$ cat config.mk
export PLATFORM = sky130hd
export DESIGN_NAME = pipe_hazard_ctrl
export DESIGN_NICKNAME = d
export VERILOG_FILES = /design/src/rtl/pipe_hazard_ctrl.sv
export SDC_FILE = /design/constraint.sdc
export NUM_CORES = 1
export LEC_CHECK = 0
export CAP_MARGIN = 20
export CORE_MARGIN = 2
export CORE_UTILIZATION = 30
export CTS_CLUSTER_SIZE = 20
export DETAILED_ROUTE_END_ITERATION = 8
export HOLD_SLACK_MARGIN = 0.08
export PLACE_DENSITY_LB_ADDON = 0.05
export SYNTH_ARGS = -nofsm -noshare
export SYNTH_HDL_FRONTEND = slang
export SYNTH_SLANG_ARGS = --single-unit
$ cat constraint.sdc
create_clock -name clk_i -period 1.8 [get_ports clk_i]
set_input_delay 0.36 -clock clk_i [delete_from_list [all_inputs] [get_ports clk_i]]
set_output_delay 0.36 -clock clk_i [all_outputs]
set_load 0.02 [all_outputs]
$ cat src/rtl/pipe_hazard_ctrl.sv
// Scoreboard hazard and flush controller for a 5-stage in-order RV32I pipeline
// with no forwarding. Tracks in-flight destination registers from execute to
// write-back, stalls decode on RAW hazards, injects bubbles, and sequences
// front-end flushes after taken branches/jumps.
// Optional feature macro: HAZARD_PERF_EN (stall / redirect performance counters).
module pipe_hazard_ctrl #(
  parameter int unsigned DEPTH        = 3,
  parameter int unsigned FLUSH_CYCLES = 1,
  parameter bit          WB_BYPASS    = 1'b0
) (
  input  logic        clk_i,
  input  logic        rst_i,
  input  logic        dec_valid_i,
  input  logic [4:0]  dec_rs1_addr_i,
  input  logic [4:0]  dec_rs2_addr_i,
  input  logic        dec_rs1_used_i,
  input  logic        dec_rs2_used_i,
  input  logic [4:0]  dec_rd_addr_i,
  input  logic        dec_rd_wr_i,
  input  logic        pipe_adv_i,
  input  logic        exec_redirect_i,
  output logic        dec_stall_o,
  output logic        ftch_flush_o,
  output logic        exec_flush_o,
  output logic [31:0] perf_stall_cnt_o,
  output logic [31:0] perf_flush_cnt_o
);

  localparam logic [0:0] StIdle  = 1'b0;
  localparam logic [0:0] StFlush = 1'b1;

  // Counter reload value; unused when FLUSH_CYCLES is 0.
  localparam logic [2:0] FlushInit = (FLUSH_CYCLES > 0) ? 3'(FLUSH_CYCLES - 1) : 3'd0;

  logic [DEPTH-1:0] r_v;
  logic [4:0]       r_rd [DEPTH];
  logic [0:0]       r_state;
  logic [2:0]       r_cnt;

  logic w_rs1_hit;
  logic w_rs2_hit;
  logic w_hazard;
  logic w_flushing;
  logic w_issue;
  logic w_ins_v;

  // Scoreboard lookup; with write-through register file the write-back entry is skipped.
  always_comb begin
    w_rs1_hit = 1'b0;
    w_rs2_hit = 1'b0;
    for (int unsigned k = 0; k < DEPTH; k++) begin
      if (!(WB_BYPASS && (k == DEPTH - 1)) && r_v[k]) begin
        if (r_rd[k] == dec_rs1_addr_i) w_rs1_hit = 1'b1;
        if (r_rd[k] == dec_rs2_addr_i) w_rs2_hit = 1'b1;
      end
    end
  end

  assign w_hazard = dec_valid_i &&
                    ((dec_rs1_used_i && (dec_rs1_addr_i != 5'd0) && w_rs1_hit) ||
                     (dec_rs2_used_i && (dec_rs2_addr_i != 5'd0) && w_rs2_hit));

  assign w_flushing = exec_redirect_i || (r_state == StFlush);
  assign w_issue    = dec_valid_i && !w_hazard && !w_flushing && pipe_adv_i;
  // x0 writes never create a dependency.
  assign w_ins_v    = w_issue && dec_rd_wr_i && (dec_rd_addr_i != 5'd0);

  // Tracker shift register; holds completely while downstream is not ready.
  always_ff @(posedge clk_i) begin
    if (rst_i) begin
      r_v <= '0;
      for (int unsigned k = 0; k < DEPTH; k++) begin
        r_rd[k] <= 5'd0;
      end
    end else if (pipe_adv_i) begin
      for (int unsigned k = 1; k < DEPTH; k++) begin
        r_v[k]  <= r_v[k-1];
        r_rd[k] <= r_rd[k-1];
      end
      r_v[0]  <= w_ins_v;
      r_rd[0] <= dec_rd_addr_i;
    end
  end

  // Flush sequencer; a redirect in any state restarts the refill window.
  always_ff @(posedge clk_i) begin
    if (rst_i) begin
      r_state <= StIdle;
      r_cnt   <= 3'd0;
    end else if (exec_redirect_i) begin
      if (FLUSH_CYCLES > 0) begin
        r_state <= StFlush;
        r_cnt   <= FlushInit;
      end else begin
        r_state <= StIdle;
      end
    end else if (r_state == StFlush) begin
      if (r_cnt == 3'd0) begin
        r_state <= StIdle;
      end else begin
        r_cnt <= r_cnt - 3'd1;
      end
    end
  end

  // Pipeline control outputs; a redirect overrides any stall so the stale instruction drops.
  always_comb begin
    dec_stall_o  = 1'b0;
    ftch_flush_o = 1'b0;
    exec_flush_o = 1'b1;
    if (!rst_i) begin
      dec_stall_o  = (w_hazard || !pipe_adv_i) && !w_flushing;
      ftch_flush_o = exec_redirect_i;
      exec_flush_o = w_flushing || (w_hazard && pipe_adv_i);
    end
  end

`ifdef HAZARD_PERF_EN
  logic [31:0] r_perf_stall;
  logic [31:0] r_perf_flush;

  // Saturating performance counters.
  always_ff @(posedge clk_i) begin
    if (rst_i) begin
      r_perf_stall <= 32'h0;
      r_perf_flush <= 32'h0;
    end else begin
      if (w_hazard && !w_flushing && (r_perf_stall != 32'hFFFF_FFFF)) begin
        r_perf_stall <= r_perf_stall + 32'd1;
      end
      if (exec_redirect_i && (r_perf_flush != 32'hFFFF_FFFF)) begin
        r_perf_flush <= r_perf_flush + 32'd1;
      end
    end
  end

  assign perf_stall_cnt_o = r_perf_stall;
  assign perf_flush_cnt_o = r_perf_flush;
`else
  assign perf_stall_cnt_o = 32'h0;
  assign perf_flush_cnt_o = 32'h0;
`endif

endmodule
==> metrics.cfg <==
[run_status]
status = finished, violations left
violations = setup timing

[synth]
synth.avg_cell_area_um2 = 9.44
synth_edf_count = 15
ys_types = 29
yosysTopAreaCell = buf_4
synth_top_flop_cell = edfxtp_1
synthTopCellsByArea = buf_4 (27%), edfxtp_1 (25%), xor2_1 (12%), dfxtp_1 (7.8%), and2_1 (5.9%)
yosys_warnings = 0
synth.top_cell.area_share_pct = 26.6
syn_area_um2 = 1800
synth_cells = 191
ys_ff_latch = 22
synth_seq_area_share_pct = 32.8
async_flop_share_pct = 0

[finish]
n_antenna_cell = 0
nets = 270
layout_commonest_cell = conb_1
mostFrequentLayoutCells = conb_1 (64), buf_4 (27), xor2_1 (24), and2_1 (17), edfxtp_1 (15)
syn2layout_area_growth_pct = 21.4
nFillCells = 633
drive_gt1_share_pct = 16.4
fin_cells = 319

[sta]
hold_ws_ps = 511
skew_ps = 2.29
fmax_ghz = 0.439
finalSetupTns_ps = -957
rsz0062_at_grt = yes
fin_ws_ps = -478
setup_viol = 3
period_minus_slack_ps = 2280
fin_crit_sh_pct = 127
finalMaxSlewViolations = 0
hold_viol = 0

[clocking]
ctsHoldBuffers = 0
cts-root-buf = clkbuf_8
cts_sinks = 22
clock_path_buffers = 2
cts_tree = built
clk_pin_slew_ps = 80
h-tree-depth = 1
cts_buffers = 3
clk_latency_ps = 260

[worst_hold_path]
holdPathStages = 2
hold_path_end = r_cnt[1]$_SDFFE_PP0P_
worstHoldStart = r_cnt[1]$_SDFFE_PP0P_
min_path_type = reg -> reg

[drt]
wl_met3_um = 258
wire_per_inst_um = 11.4
routed-via-count = 1273
routed_wl_um = 3630
dr.pass1.iters = 4
met1Wirelength_um = 1620
dr_wl_met2_um = 1640
postRouteAntennaNets = 0
top_layer = met4
drc = 0
viasPerCell = 3.99
drtIter0Drc = 29

[die]
die_w_um = 81.5
dieArea_um2 = 6650
die_y_um = 81.5
ios = 90
start_util_pct = 30.8
core-area_um2 = 5850
num_rows = 28

[setup_path]
crit_path_end_kind = output port
rr_endpoint = r_v[0]$_SDFFE_PP0P_
r2r_cells = 6
worstSetupStartpointType = register
required_ps = 1440
arrival_ps = 1920
slowest_delay_ps = 450
r2r_start = r_rd[0][0]$_SDFFCE_PN0P_
cp_slowest_cell = edfxtp_1
path_cells = xor2_1 > nor4_2 > and3_1 > nor3_1 > o211ai_1 > buf_4
r2r_slack_ps = -10
critical_path_class = reg -> out
cp_max_fo = 3

[power_and_ir_drop]
p_leak_nw = 1.02
ir_drop_uv = 243
power_density_nw_per_um2 = 640

[flow_run]
maxCapViolCount = 0

[grt]
grt_first_pass_wirelength_um = 5500
antenna_found_initial = 0
grt_pass1_vias = 1202
grt_start_max_net_pins = 16
grt_usage_pct = 11.0
overflow = 0

[placed_design]
place_inst = 311
io_buffer_count = 25
dp_hpwl_um = 2960
gp_congestion = 0.771

==> synthesized netlist by cell type (3+ instances only) <==
master,count
and2_1,17
and3_1,6
buf_4,64
dfxtp_1,7
edfxtp_1,15
inv_1,4
nor2_1,9
nor2b_1,3
nor3_1,4
nor4_1,6
xnor2_1,7
xor2_1,24
==> final cells by class <==
| class | instances | area, µm² | share of cell area (%) |
|---|---|---|---|
| Timing Repair Buffer | 52 | 448 | 20.5 |
| Sequential cell | 22 | 591 | 27.0 |
| Inverter | 4 | 15.0 | 0.686 |
| Multi-Input combinational cell | 162 | 971 | 44.3 |
| Clock buffer | 3 | 41.3 | 1.89 |
| Clock inverter | 1 | 30.0 | 1.37 |
| Tap cell | 75 | 93.8 | 4.29 |
==> worst max-delay path: cells and delay by family (launching register included) <==
family | cells | cell delay, ps
buf+inv | 1 | 170
compound gates | 1 | 170
xor+xnor | 1 | 200
flops | 1 | 450
simple gates | 3 | 670
==> what timing repair did <==
action | CTS | global route
setup endpoints to repair | 4 | 6
buffers inserted | 5 | 0
gates resized for setup | 28 | 2
pin swaps | 12 | 10
==> cell families (layout without fill, tap and decap cells) <==
logic type,Yosys count,count (layout),share of synthesized area (%)
other,1,64,0.208
and+or+nand+nor,51,51,16.0
AOI/OAI and AO/OA,12,12,5.55
xor gates and xnor gates,31,31,15.1
buffers and inverters,70,60,27.9
DFF,22,22,32.8
adders and majority gates,2,2,1.39
muxes,2,2,1.11
==> registers in the layout, summed over array words and instances (netlist names) <==
register and flops:
r_cnt 3, r_rd 15, r_state 1, r_v 3
==> how the worst max path moves through the flow <==
stage | startpoint | end | slack, ps | depth (start not counted)
floorplan | r_rd[0][0]$_SDFFCE_PN0P_ | dec_stall_o | -10 | 5
detailed placement | dec_rs2_addr_i[0] | dec_stall_o | -1150 | 7
global route | r_rd[0][0]$_SDFFCE_PN0P_ | dec_stall_o | -610 | 6
global placement | dec_rs2_addr_i[3] | dec_stall_o | -1160 | 7
CTS | r_rd[0][2]$_SDFFCE_PN0P_ | dec_stall_o | -570 | 7
finish | r_rd[0][8]$_SDFFCE_PN0P_ | exec_flush_o | -480 | 6
==> per-stage QoR <==
step / utilization (%) / cell area (µm²) / setup slack [ps] / power [mW]
final: 37.4 / 2190 / -478 / 1.40
after global routing: 37.4 / 2190 / -614 / 1.48
after CTS: 37.5 / 2190 / -565 / 1.42
after detailed placement: 35.6 / 2080 / -1150 / 0.951
after global placement: 35.6 / 2080 / -1160 / 0.951
after floorplan: - / 2040 / -13.6 / 0.915
==> metal layers <==
metal,vias to the layer above,global-route usage [%]
met2,65,17.9
met4,0,6.10
li1,619,-
met3,9,1.54
met5,-,0
met1,580,14.0
==> where the power goes <==
group	internal [mW]	total [mW]	switching (mW)
Clock	0.297	0.454	0.157
Combinational	0.132	0.351	0.218
Sequential	0.568	0.596	0.0281
Total	0.997	1.40	0.403
Note: power is estimated with default switching activity, not from simulation.
